`src/rtl/mconst_if.sv`:
```
// mconst_if: valid/ready bundle between instruction decode and the constant
// builder, and between the builder and the operand mux.
//   in_valid/in_ready/in/mode/last : immediate chunk offered by decode
//   out_valid/out_ready/out        : finished constant towards the operand mux
//   overflow/err                   : qualifiers of out, meaningful with out_valid
// master = decode/consumer side, slave = mconst_builder.
interface mconst_if #(
  parameter int IN_WIDTH  = 16,
  parameter int OUT_WIDTH = 32
);
  logic                 in_valid;
  logic                 in_ready;
  logic [IN_WIDTH-1:0]  in;
  logic [1:0]           mode;
  logic                 last;
  logic                 out_valid;
  logic                 out_ready;
  logic [OUT_WIDTH-1:0] out;
  logic                 overflow;
  logic                 err;

  modport master (
    output in_valid, in, mode, last, out_ready,
    input  in_ready, out_valid, out, overflow, err
  );

  modport slave (
    input  in_valid, in, mode, last, out_ready,
    output in_ready, out_valid, out, overflow, err
  );
endinterface

```
`src/rtl/mconst_builder.sv`:
```
// mconst_builder: builds an OUT_WIDTH-bit constant from IN_WIDTH-bit
// immediate chunks. Modes: 00 zero-extend, 01 sign-extend, 10 load-high,
// 11 multi-chunk append (first chunk most significant, last=1 completes).
// The result sits in a one-entry output buffer with valid/ready handshake.
// Ports:
//   clk     : rising-edge clock
//   reset_n : synchronous active-low reset
//   bus     : mconst_if slave modport (chunk input, constant output, flags)
module mconst_builder #(
  parameter int IN_WIDTH  = 16,
  parameter int OUT_WIDTH = 32
) (
  input logic      clk,
  input logic      reset_n,
  mconst_if.slave  bus
);
  localparam int MAX_CHUNKS = OUT_WIDTH / IN_WIDTH;
  localparam int CNT_W      = $clog2(MAX_CHUNKS + 2);

  localparam logic [1:0] M_ZEXT   = 2'b00;
  localparam logic [1:0] M_SEXT   = 2'b01;
  localparam logic [1:0] M_HIGH   = 2'b10;
  localparam logic [1:0] M_APPEND = 2'b11;

  typedef enum logic {IDLE, ACCUM} state_t;

  state_t               state, state_nxt;
  logic [OUT_WIDTH-1:0] acc, acc_nxt;
  logic [CNT_W-1:0]     cnt, cnt_nxt;
  logic [OUT_WIDTH-1:0] out_q, res;
  logic                 vld, vld_nxt;
  logic                 ovf_q, ovf_nxt;
  logic                 err_q, err_nxt;
  logic                 load;
  logic                 accept;
  logic [OUT_WIDTH-1:0] shifted;

  function automatic logic [OUT_WIDTH-1:0] ext_zero(input logic [IN_WIDTH-1:0] v);
    return OUT_WIDTH'(v);
  endfunction

  function automatic logic [OUT_WIDTH-1:0] ext_sign(input logic [IN_WIDTH-1:0] v);
    logic signed [IN_WIDTH-1:0]  s;
    logic signed [OUT_WIDTH-1:0] r;
    s = v;
    r = OUT_WIDTH'(s);
    return r;
  endfunction

  function automatic logic [OUT_WIDTH-1:0] ext_high(input logic [IN_WIDTH-1:0] v);
    return ext_zero(v) << (OUT_WIDTH - IN_WIDTH);
  endfunction

  // Counts one past MAX_CHUNKS so a completed append can tell it overflowed.
  function automatic logic [CNT_W-1:0] sat_inc(input logic [CNT_W-1:0] c);
    if (c >= CNT_W'(MAX_CHUNKS + 1)) return c;
    return c + CNT_W'(1);
  endfunction

  assign bus.in_ready  = !vld || bus.out_ready;
  assign accept        = bus.in_valid && bus.in_ready;
  assign bus.out_valid = vld;
  assign bus.out       = out_q;
  assign bus.overflow  = ovf_q;
  assign bus.err       = err_q;

  // Shifting by IN_WIDTH also covers IN_WIDTH==OUT_WIDTH, where only the
  // newest chunk survives.
  assign shifted = (acc << IN_WIDTH) | ext_zero(bus.in);

  always_comb begin
    state_nxt = state;
    acc_nxt   = acc;
    cnt_nxt   = cnt;
    res       = out_q;
    ovf_nxt   = ovf_q;
    err_nxt   = err_q;
    load      = 1'b0;
    if (accept) begin
      if (bus.mode == M_APPEND) begin
        if (state == IDLE) begin
          acc_nxt = ext_zero(bus.in);
          cnt_nxt = CNT_W'(1);
          if (bus.last) begin
            load    = 1'b1;
            res     = ext_zero(bus.in);
            ovf_nxt = 1'b0;
            err_nxt = 1'b0;
          end else begin
            state_nxt = ACCUM;
          end
        end else begin
          acc_nxt = shifted;
          cnt_nxt = sat_inc(cnt);
          if (bus.last) begin
            load      = 1'b1;
            res       = shifted;
            ovf_nxt   = (cnt_nxt > CNT_W'(MAX_CHUNKS));
            err_nxt   = 1'b0;
            state_nxt = IDLE;
          end
        end
      end else begin
        // Single-shot modes; one arriving mid-append aborts it.
        load      = 1'b1;
        ovf_nxt   = 1'b0;
        err_nxt   = (state == ACCUM);
        acc_nxt   = '0;
        cnt_nxt   = '0;
        state_nxt = IDLE;
        case (bus.mode)
          M_ZEXT:  res = ext_zero(bus.in);
          M_SEXT:  res = ext_sign(bus.in);
          M_HIGH:  res = ext_high(bus.in);
          default: res = ext_zero(bus.in);
        endcase
      end
    end
    if (load)               vld_nxt = 1'b1;
    else if (bus.out_ready) vld_nxt = 1'b0;
    else                    vld_nxt = vld;
  end

  always_ff @(posedge clk) begin
    if (!reset_n) begin
      state <= IDLE;
      acc   <= '0;
      cnt   <= '0;
      out_q <= '0;
      vld   <= 1'b0;
      ovf_q <= 1'b0;
      err_q <= 1'b0;
    end else begin
      state <= state_nxt;
      acc   <= acc_nxt;
      cnt   <= cnt_nxt;
      vld   <= vld_nxt;
      if (load) begin
        out_q <= res;
        ovf_q <= ovf_nxt;
        err_q <= err_nxt;
      end
    end
  end
endmodule

```
`src/flat_wrapper.sv`:
```
// flat-port wrapper written by rule: the top's interface ports become plain ports
module mconst_builder_flat 
#(
  parameter int IN_WIDTH  = 16,
  parameter int OUT_WIDTH = 32
)
  (clk, reset_n, bus_in_valid, bus_in, bus_mode, bus_last, bus_out_ready, bus_in_ready, bus_out_valid, bus_out, bus_overflow, bus_err);
  mconst_if #(.IN_WIDTH(IN_WIDTH), .OUT_WIDTH(OUT_WIDTH)) bus_i ();
  input logic clk;
  input logic reset_n;
  input wire logic [$bits(bus_i.in_valid)-1:0] bus_in_valid;
  input wire logic [$bits(bus_i.in)-1:0] bus_in;
  input wire logic [$bits(bus_i.mode)-1:0] bus_mode;
  input wire logic [$bits(bus_i.last)-1:0] bus_last;
  input wire logic [$bits(bus_i.out_ready)-1:0] bus_out_ready;
  output wire logic [$bits(bus_i.in_ready)-1:0] bus_in_ready;
  output wire logic [$bits(bus_i.out_valid)-1:0] bus_out_valid;
  output wire logic [$bits(bus_i.out)-1:0] bus_out;
  output wire logic [$bits(bus_i.overflow)-1:0] bus_overflow;
  output wire logic [$bits(bus_i.err)-1:0] bus_err;
  assign bus_i.in_valid = bus_in_valid;
  assign bus_i.in = bus_in;
  assign bus_i.mode = bus_mode;
  assign bus_i.last = bus_last;
  assign bus_i.out_ready = bus_out_ready;
  assign bus_in_ready = bus_i.in_ready;
  assign bus_out_valid = bus_i.out_valid;
  assign bus_out = bus_i.out;
  assign bus_overflow = bus_i.overflow;
  assign bus_err = bus_i.err;
  mconst_builder #(.IN_WIDTH(IN_WIDTH), .OUT_WIDTH(OUT_WIDTH)) u_core (.clk(clk), .reset_n(reset_n), .bus(bus_i));
endmodule
```
`config.mk`:
```
export PLATFORM = sky130hd
export DESIGN_NAME = mconst_builder_flat
export DESIGN_NICKNAME = d
export VERILOG_FILES = /design/src/rtl/mconst_if.sv /design/src/rtl/mconst_builder.sv /design/src/flat_wrapper.sv
export SDC_FILE = /design/constraint.sdc
export NUM_CORES = 1
export LEC_CHECK = 0
export CAP_MARGIN = 10
export CORE_MARGIN = 3
export CORE_UTILIZATION = 35
export DETAILED_ROUTE_END_ITERATION = 12
export PLACE_DENSITY = 0.69
export SETUP_SLACK_MARGIN = 0.02
export SLEW_MARGIN = 10
export SYNTH_ARGS = -nofsm -noshare
export SYNTH_HDL_FRONTEND = slang
export SYNTH_SLANG_ARGS = --single-unit
export TNS_END_PERCENT = 1
```
`constraint.sdc`:
```
create_clock -name clk -period 1.3 [get_ports clk]
set_clock_uncertainty 0.05 [all_clocks]
set_input_delay 0.26 -clock clk [delete_from_list [all_inputs] [get_ports clk]]
set_output_delay 0.26 -clock clk [all_outputs]
set_load 0.01 [all_outputs]
```
==> flow_metrics.py <==
metrics = {
    "clock_tree": {
        "cts-root-buf": "clkbuf_8",
        "hold_buffers": 0,
        "clk-insertion-delay-late_ns": 0.31,
        "clock-sinks": 54,
        "clk_pin_slew_ns": 0.09,
        "cts_tree": "done",
        "cts_buffers": 5,
        "htree_levels": 2,
        "cts_buffer_depth": 2,
    },
    "floorplanning": {
        "die_height_um": 88.2,
        "core_sq_um": 6460,
        "ios": 59,
        "die_w_um": 88.2,
        "dieArea_sq_um": 7780,
        "rows": 29,
        "start_util": 0.366,
    },
    "global_routing": {
        "grt_pass1_wl_um": 10500,
        "grt_overflow_total": 0,
        "grt.total_usage": 0.171,
        "grt_max_degree": 42,
        "grt_pass1_vias": 2125,
        "antenna_found_initial": 0,
    },
    "synthesis": {
        "synthDominantCellAreaShare": 0.457,
        "async_flop_share": 0,
        "ys_top_cells_by_area": "dfxtp_1 (46%), a21oi_1 (9.7%), a21boi_0 (8.6%)",
        "yosys_warnings": 0,
        "synth_ff_type": "dfxtp_1",
        "synth_seq_cells": 54,
        "yosysSeqAreaShare": 0.457,
        "synth_cells": 287,
        "synth.net_count": 313,
        "synth-edff-count": 0,
        "postSynthAreaPerCell_sq_um": 8.24,
        "syn_area_sq_um": 2370,
        "yosysTopAreaCell": "dfxtp_1",
        "synth_cell_types": 25,
    },
    "sta": {
        "setup_tns_ns": 0,
        "fin_ws_ns": 0.0134,
        "period_needed_ns": 1.29,
        "finalHoldViolations": 0,
        "rsz0062_at_grt": "true",
        "tightestPinTransition_ns": 0.293,
        "finalCritPeriodShare": 0.990,
        "timing.slew.headroom": 0.805,
        "setup_viol_count_final": 0,
        "fmax_mhz": 777,
        "final_max_slew_viol_count": 0,
        "timing.hold.ws_ns": 0.255,
    },
    "placed_design": {
        "port_buffers": 58,
        "dpl_cell_area_sq_um": 3290,
        "dpl.hpwl_um": 4440,
        "globalplace.congestion": 0.788,
        "place_ws_ns": -0.724,
    },
    "setup_path": {
        "start_kind": "register",
        "required_ns": 1.49,
        "startpoint": "u_core.bus.out_valid",
        "crit_path_end_kind": "register",
        "worst-path-max-fanout": 8,
        "r2r-start": "u_core.bus.out_valid",
        "path_class": "register to register",
        "crit_arrival_ns": 1.48,
    },
    "detailed_routing": {
        "wire_per_inst_um": 15.5,
        "drt-total-wl_um": 6880,
        "drtIter0Drc": 148,
        "post-route-drc-count": 0,
        "avgViaCountPerCell": 5.22,
        "vias": 2312,
        "route.antenna.remaining_nets": 0,
        "drt-pass1-iter-count": 4,
    },
    "layout": {
        "multi_input_area_sq_um": 1240,
        "finalInstanceArea_sq_um": 3570,
        "fillers": 609,
        "final_nets": 391,
        "drive_gt1_frac": 0.235,
        "syn2layout_area_growth_pct": 50.8,
        "seqCellArea_sq_um": 1080,
        "antenna_cells_inserted": 0,
    },
    "min_path": {
        "hp-class": "input port to register",
        "worstHoldStart": "bus_out_ready",
    },
    "pwr": {
        "ir_drop_uv": 456,
        "leakagePower_nw": 1.45,
        "powerDensity_nw_per_um2": 1100,
    },
    "outcome": {
        "status": "finished, final reports clean",
    },
    "flow_run": {
        "drv_cap": 0,
    },
}
power by group:
group	switching (W)	internal, W	leakage [nW]
Clock	0.000553	0.000821	0.0714
Sequential	0.0000446	0.00174	0.442
Combinational	0.000381	0.000389	0.935
Total	0.000978	0.00295	1.45
worst paths after layout:
kind | end | slack (ns) | cells after the start
max | u_core.bus.out[23] | 0.01 | 5
min | u_core.bus.out_valid | 0.26 | 3
max reg2reg | u_core.bus.out[23] | 0.01 | 5
min reg2reg | u_core.bus.out[8] | 0.40 | 2
synth_stat cells, types with 2 or more instances:
| cell | instances |
|---|---|
| and2_1 | 2 |
| a21boi_1 | 8 |
| dfxtp_1 | 54 |
| ha_1 | 3 |
| inv_1 | 3 |
| a21boi_0 | 27 |
| nand2_2 | 2 |
| a21oi_1 | 46 |
| buf_2 | 7 |
| clkbuf_1 | 8 |
| nor2_1 | 5 |
| nand2_1 | 51 |
| nand3_1 | 34 |
| o21ai_0 | 18 |
| buf_6 | 9 |
metrics by stage:
stage	instances	utilization	power [W]
4_1_cts	436	0.525	0.00385
2_1_floorplan	287	-	0.00217
3_3_place_gp	428	0.509	0.00253
5_1_grt	443	0.552	0.00407
6_report	443	0.552	0.00392
3_5_place_dp	428	0.509	0.00254
final cells by class:
cell class                      instances  area share
Clock buffer                            6      0.0231
Clock inverter                          2      0.0168
Sequential cell                        54       0.303
Inverter                                3     0.00456
Tap cell                               77      0.0270
Multi-Input combinational cell        204       0.347
Timing Repair Buffer                   97       0.278
placed cells by master (no fill, tap or decap), drive strengths merged, types with 2 or more instances in the layout:
cell	instances
a21boi	35
ha	3
nand2	53
dfxtp	54
clkbuf	11
dlygate4sd2	28
buf	37
nand2b	2
nand3	34
bufinv	2
a21oi	46
dlymetal6s2s	3
clkdlybuf4s50	17
clkdlybuf4s15	7
and2	2
o21ai	18
inv	3
nor2	5
timing repair:
action                     CTS  global route
pin swaps                    0            20
buffers inserted             0             1
cloned                       0             6
resized for setup           45            47
setup endpoints to repair   90            63
worst max-delay path, cell delays in order, from the launching register on:
cell and delay [ns]:
dfxtp_2 0.35, nand2b_4 0.09, and3_4 0.35, clkbuf_16 0.19, o21ai_0 0.08, a21oi_1 0.12
registers in the layout (all words and copies together) (netlist names):
signal,count
u_core.state,1
u_core.bus.out_valid,1
u_core.bus.out,32
u_core.bus.err,1
u_core.acc,16
u_core.bus.overflow,1
u_core.cnt,2
cell families (layout without fill, tap and decap cells):
kind of cell,after synthesis,after routing,share of synthesized area
and+or+nand+nor,99,99,0.190
adders and majority gates,3,3,0.0159
AOI/OAI and AO/OA,102,102,0.257
buffers and inverters,29,108,0.0804
DFF,54,54,0.457
metal layers:
| metal | vias to the layer above | part of all wire | global-route usage |
|---|---|---|---|
| met5 | - | 0 | 0 |
| met3 | 11 | 0.036 | 0.0214 |
| li1 | 1139 | - | - |
| met4 | 0 | 0.019 | 0.0728 |
| met2 | 61 | 0.46 | 0.256 |
| met1 | 1101 | 0.48 | 0.249 |
Power figures use the tool's default switching activity.
==> RTL change 1: new RTL, config.mk and constraints unchanged <==
`IN_WIDTH` is set to 16 in 3 places; all go to 8.
--- a/src/rtl/mconst_if.sv
+++ b/src/rtl/mconst_if.sv
@@ -5,7 +5,7 @@
 //   overflow/err                   : qualifiers of out, meaningful with out_valid
 // master = decode/consumer side, slave = mconst_builder.
 interface mconst_if #(
-  parameter int IN_WIDTH  = 16,
+  parameter int IN_WIDTH  = 8,
   parameter int OUT_WIDTH = 32
 );
   logic                 in_valid;
--- a/src/rtl/mconst_builder.sv
+++ b/src/rtl/mconst_builder.sv
@@ -7,7 +7,7 @@
 //   reset_n : synchronous active-low reset
 //   bus     : mconst_if slave modport (chunk input, constant output, flags)
 module mconst_builder #(
-  parameter int IN_WIDTH  = 16,
+  parameter int IN_WIDTH  = 8,
   parameter int OUT_WIDTH = 32
 ) (
   input logic      clk,
--- a/src/flat_wrapper.sv
+++ b/src/flat_wrapper.sv
@@ -1,7 +1,7 @@
 // flat-port wrapper written by rule: the top's interface ports become plain ports
 module mconst_builder_flat 
 #(
-  parameter int IN_WIDTH  = 16,
+  parameter int IN_WIDTH  = 8,
   parameter int OUT_WIDTH = 32
 )
   (clk, reset_n, bus_in_valid, bus_in, bus_mode, bus_last, bus_out_ready, bus_in_ready, bus_out_valid, bus_out, bus_overflow, bus_err);
Ports: changed (resized bus_in); port bits go from 59 to 51. No check against the original RTL was run, so the function may have changed too.
==> RTL change 1 against the unedited design <==
  * The run now ends with setup timing left
  * Power rose by 21%
  * Setup slack got worse by 46 ps
  * Count of clock-buffer cells in the layout rose by 5
  * First-iteration DRC count rose by 15%
  * Final area rose by 16%
  * Core utilization rose by 0.57 points
  * Fmax fell by 3.5%
  * Synthesized area rose by 16%
  * Wire length rose by 18%
  * Global-route usage fell by 0.87 points
  * Sequential cell count rose by 9
==> RTL change 1: results (changes against the unedited design) <==
| Metric | Value |
|---|---|
| Status | `finished, violations left` |
| Failing checks | `setup timing` |
| Actual slew at the worst max-slew pin | `291 ps (-1.77 ps)` |
| Starting DRT DRC Count | `170 (+15%)` |
| Synthesized Nets | `331 (+5.8%)` |
| CP top delay family | `flip-flops` |
| Gr usage total | `16.3% (-0.87 points)` |
| CTS Hold Bufs | `0 (unchanged)` |
| Switching Power | `1.20 mW (+23%)` |
| Slowest CP cell | `dfxtp_2` |
| Routability Congestion | `0.822 (+4.4%)` |
| CP arrival | `1520 ps (+40 ps)` |
| Ant diodes | `0 (unchanged)` |
| Final setup vio count | `4 (+4)` |
| First-pass GRT wire length | `11,500 microns (+9.3%)` |
| TritonCTS Buffers | `9 (+4)` |
| P_leak | `1.73 nW (+19%)` |
| Count of different cell masters after synthesis | `34 (+36%)` |
| Min-Delay Startpoint | `bus_out_ready` |
| Hold depth | `4 (+1)` |
| R2r worst-path depth | `6 (+1)` |
| Top cells by area, synth | `dfxtp_1 46%, a21boi_0 8.8%, nand2_1 7.4%` |
| Met1 Usage GRT | `21.3% (-3.5 points)` |
| Global routing usage on met3 | `3.03% (+0.89 points)` |
| Clk_lat worst skew | `340 ps (+30 ps)` |
| Critical path fanouts, max | `9 (+1)` |
| VDD IR-drop max | `0.000460 V (+0.73%)` |
| Total negative setup slack | `-42.5 ps (-42.5 ps)` |
| Largest net degree at the start of global routing | `38 (-9.5%)` |
| M2 GR Usage | `26.2% (+0.62 points)` |
| Synth Area in Adders | `2.28% (+0.69 points)` |
| Share of layout cells above drive strength 1 | `29.2% (+5.7 points)` |
| Compound-Gate Fraction of Synth Area | `25.9% (+0.21 points)` |
| Largest register FFs | `32 (unchanged)` |
| Routed length per instance | `16.8 microns (+8.0%)` |
| Register area share after synthesis | `46.0% (+0.30 points)` |
| Xor and xnor fraction of the mapped netlist area | `0% (unchanged)` |
| Worst flop-to-flop path endpoint | `u_core.acc[17]` |
| Post-route setup slack | `-32.8 ps (-46.3 ps)` |
| Placed cell areas | `3590 sq um (+9.2%)` |
| Htree depth | `3 (+1)` |
| Number of global-route vias before repair | `2,366 (+11%)` |
| Most frequent cells after synthesis | `63 x dfxtp_1, 54 x nand2_1, 38 x nand3_1` |
| Post-DP HPWL | `4820 microns (+8.5%)` |
| NumNets Final | `399 (+2.0%)` |
| Total number of vias | `2,580 (+12%)` |
| Port-buffer cells | `50 (-14%)` |
==> RTL change 1: logic make-up (layout without fill, tap and decap cells) <==
family	after synthesis	after routing
AO/OA/AOI/OAI	100	100
adder cells (fa/ha/maj)	5	5
buffers and inverters	34	107
flip-flops	63	63
AND/OR/NAND/NOR	109	109
==> RTL change 1: worst max-delay path by stage <==
stage / to / slack (ps) / cells past startpoint
3_3_place_gp: u_core.bus.out[27] / -830 / 7
2_1_floorplan: u_core.bus.out[11] / -50 / 7
6_report: u_core.acc[17] / -30 / 6
4_1_cts: u_core.bus.out[27] / -240 / 7
5_1_grt: u_core.acc[17] / -60 / 6
3_5_place_dp: u_core.bus.out[27] / -880 / 7
==> RTL change 1: layout make-up <==
type                       count  area [sq um]
sequential                    63          1260
clock buffer                  11           141
fill                         652          3270
clock inverter                 5          81.3
inverter                       4          22.5
timing repair buffer          87           991
multi-input combinational    214          1510
tap                           99           124
==> RTL change 1: worst reg2reg max path: stages, from the launching register on <==
cell and delay (ps):
dfxtp_2 360, nand2b_4 80, buf_4 150, nand2_4 110, clkbuf_16 170, nand2_1 50, a21boi_0 280
==> RTL change 1: what timing repair did <==
action,CTS,global route
pin swaps,1,14
gates cloned,0,10
setup buffers,0,2
gates resized for setup,54,81
endpoints found under the setup margin,99,88
hold endpoints to repair,0,0
==> RTL change 1: stage by stage <==
| stage | hold WS (ps) | utilization (%) | power [mW] | instances | setup WS [ps] |
|---|---|---|---|---|---|
| floorplan | 361 | - | 2.44 | 311 | -50.5 |
| global placement | 388 | 48.5 | 2.74 | 455 | -833 |
| detailed placement | 395 | 48.5 | 2.75 | 455 | -877 |
| CTS | 403 | 51.1 | 4.59 | 471 | -240 |
| global route | 364 | 55.8 | 4.91 | 483 | -59.1 |
| finish | 319 | 55.8 | 4.74 | 483 | -32.8 |
==> RTL change 1: power by group through the flow <==
stage,clock network [mW],logic [mW],registers (mW)
detailed placement,0,0.652,2.10
floorplan,0,0.313,2.13
global placement,0,0.646,2.10
CTS,1.93,0.612,2.06
finish,1.91,0.764,2.06
global route,2.02,0.823,2.07
==> RTL change 1: per-layer routing <==
layer / up-vias / part of all wire, %
met5: - / 0
met1: 1243 / 43
li1: 1243 / -
met3: 15 / 5.4
met4: 0 / 2.1
met2: 79 / 50
==> RTL change 2: new RTL, same settings <==
Made on the original files. Reset style: asynchronous (`reset_n`), changed in one clocked block. Comments in the files are not updated.
--- a/src/rtl/mconst_builder.sv
+++ b/src/rtl/mconst_builder.sv
@@ -121,7 +121,7 @@
     else                    vld_nxt = vld;
   end
 
-  always_ff @(posedge clk) begin
+  always_ff @(posedge clk or negedge reset_n) begin
     if (!reset_n) begin
       state <= IDLE;
       acc   <= '0;
Formal check against the unedited RTL: differs if reset_n is asserted again (counterexample within 4 cycles, from zero or initial values and one cycle with reset_n low); with reset_n held inactive, the same outputs for 4 cycles.
==> RTL change 2 against the unedited design <==
  * The flow now finishes with violations (setup timing)
  * Synthesized area increased by 8.2%
  * Fmax decreased by 14%
  * Power increased by 11%
  * Wire length increased by 2.6%
  * Sequential cell count unchanged
  * Worst hold slack improved by 71 ps
  * Final area increased by 7.7%
  * Setup slack got worse by 210 ps
  * Largest power group unchanged
==> RTL change 2: results (changes against the unedited design) <==
| Metric | Value |
|---|---|
| Routability Congestion | `0.831 (+5.4%)` |
| Synthesized Nets | `268 (-14%)` |
| Total number of vias | `2,159 (-6.6%)` |
| Detailed Route WL | `7060 microns (+2.6%)` |
| Count of different cell masters after synthesis | `27 (+8.0%)` |
| Final setup vio count | `55 (+55)` |
| CTS Hold Bufs | `1 (+1)` |
| Largest register FFs | `32 (unchanged)` |
| Clock buf/inv share | `2.83% (-1.2 points)` |
| Share of layout cells above drive strength 1 | `34.4% (+11 points)` |
| M2 GR Usage | `26.8% (+1.3 points)` |
| First-pass GRT wire length | `11,600 microns (+11%)` |
| Routed wl met2 | `3250 microns (+2.6%)` |
| Non-clock inverters | `36 (+33)` |
| Met1 Usage GRT | `24.9% (+0.062 points)` |
| Largest net degree at the start of global routing | `21 (-50%)` |
| Cell count after synthesis | `242 (-16%)` |
| Total negative setup slack | `-6300 ps (-6300 ps)` |
| Ys async rst share | `100% (+100 points)` |
| Placed cell areas | `3650 sq um (+11%)` |
| Core Area | `6940 sq um (+7.5%)` |
| Failing checks | `setup timing` |
| Hold Crit Class | `in2async` |
| Global routing usage on met3 | `3.31% (+1.2 points)` |
| Worst Setup EP | `u_core.bus.err` |
| Post-CTS Resized | `100 (+120%)` |
| Starting DRT DRC Count | `109 (-26%)` |
| R2r startpoint | `u_core.bus.out_valid` |
| Gr usage total | `17.3% (+0.17 points)` |
| Most frequent cells after synthesis | `54 x dfrtp_1, 35 x inv_1, 19 x nand2_1` |
| Pre-CTS setup slack | `-730 ps (-6.19 ps)` |
| Multi-input gates | `132 (-35%)` |
| NumNets Final | `362 (-7.4%)` |
| P_leak | `1.88 nW (+30%)` |
| Status | `finished, violations left` |
| VDD IR-drop max | `0.000598 V (+31%)` |
| Routed length per instance | `16.3 microns (+5.0%)` |
| Top cells by area, synth | `dfrtp_1 53%, mux2i_1 6.6%, inv_1 5.1%` |
| Worst flop-to-flop path endpoint | `u_core.bus.err` |
| Post-route setup slack | `-199 ps (-213 ps)` |
| CP arrival | `1650 ps (+170 ps)` |
| Wl on met1 | `3330 microns (-0.24%)` |
| Clock buffer cells | `5 (-1)` |
| Post-CTS setup buffers | `6 (+6)` |
| Inst Count DP | `414 (-3.3%)` |
| Post-synth top flop | `dfrtp_1` |
| Filler cells | `608 (-0.16%)` |
| Hold Slack | `326 ps (+70.5 ps)` |
| R2r worst-path depth | `7 (+2)` |
| Bufs w/o clock | `107 (+10%)` |
| Register area share after synthesis | `52.8% (+7.1 points)` |
-- RTL change 2: cell families (layout without fill, tap and decap cells) --
kind of cell,count (synthesis),after routing,share of synthesized area [%]
simple gates,40,41,7.91
mux,34,34,14.1
compound gates,54,54,13.8
flops,54,54,52.8
buf+inv,57,151,9.97
fa+ha+maj,3,3,1.47
-- RTL change 2: per-stage QoR --
step                      utilization, %  total power, mW
after global routing                55.4             4.56
after detailed placement            52.5             3.24
after floorplan                        -             2.57
after global placement              52.5             3.22
final                               55.4             4.35
after CTS                           56.2             4.39
-- RTL change 2: critical path, stage by stage, from the launching register on --
cell	delay [ps]
dfrtp_1	420
nand2b_4	110
buf_6	110
o211ai_4	90
buf_6	160
buf_16	140
buf_6	110
a32o_1	190
-- RTL change 2: power breakdown --
group | switching (mW) | internal (mW)
logic | 0.569 | 0.648
registers | 0.110 | 1.88
clock network | 0.570 | 0.568
total | 1.25 | 3.10
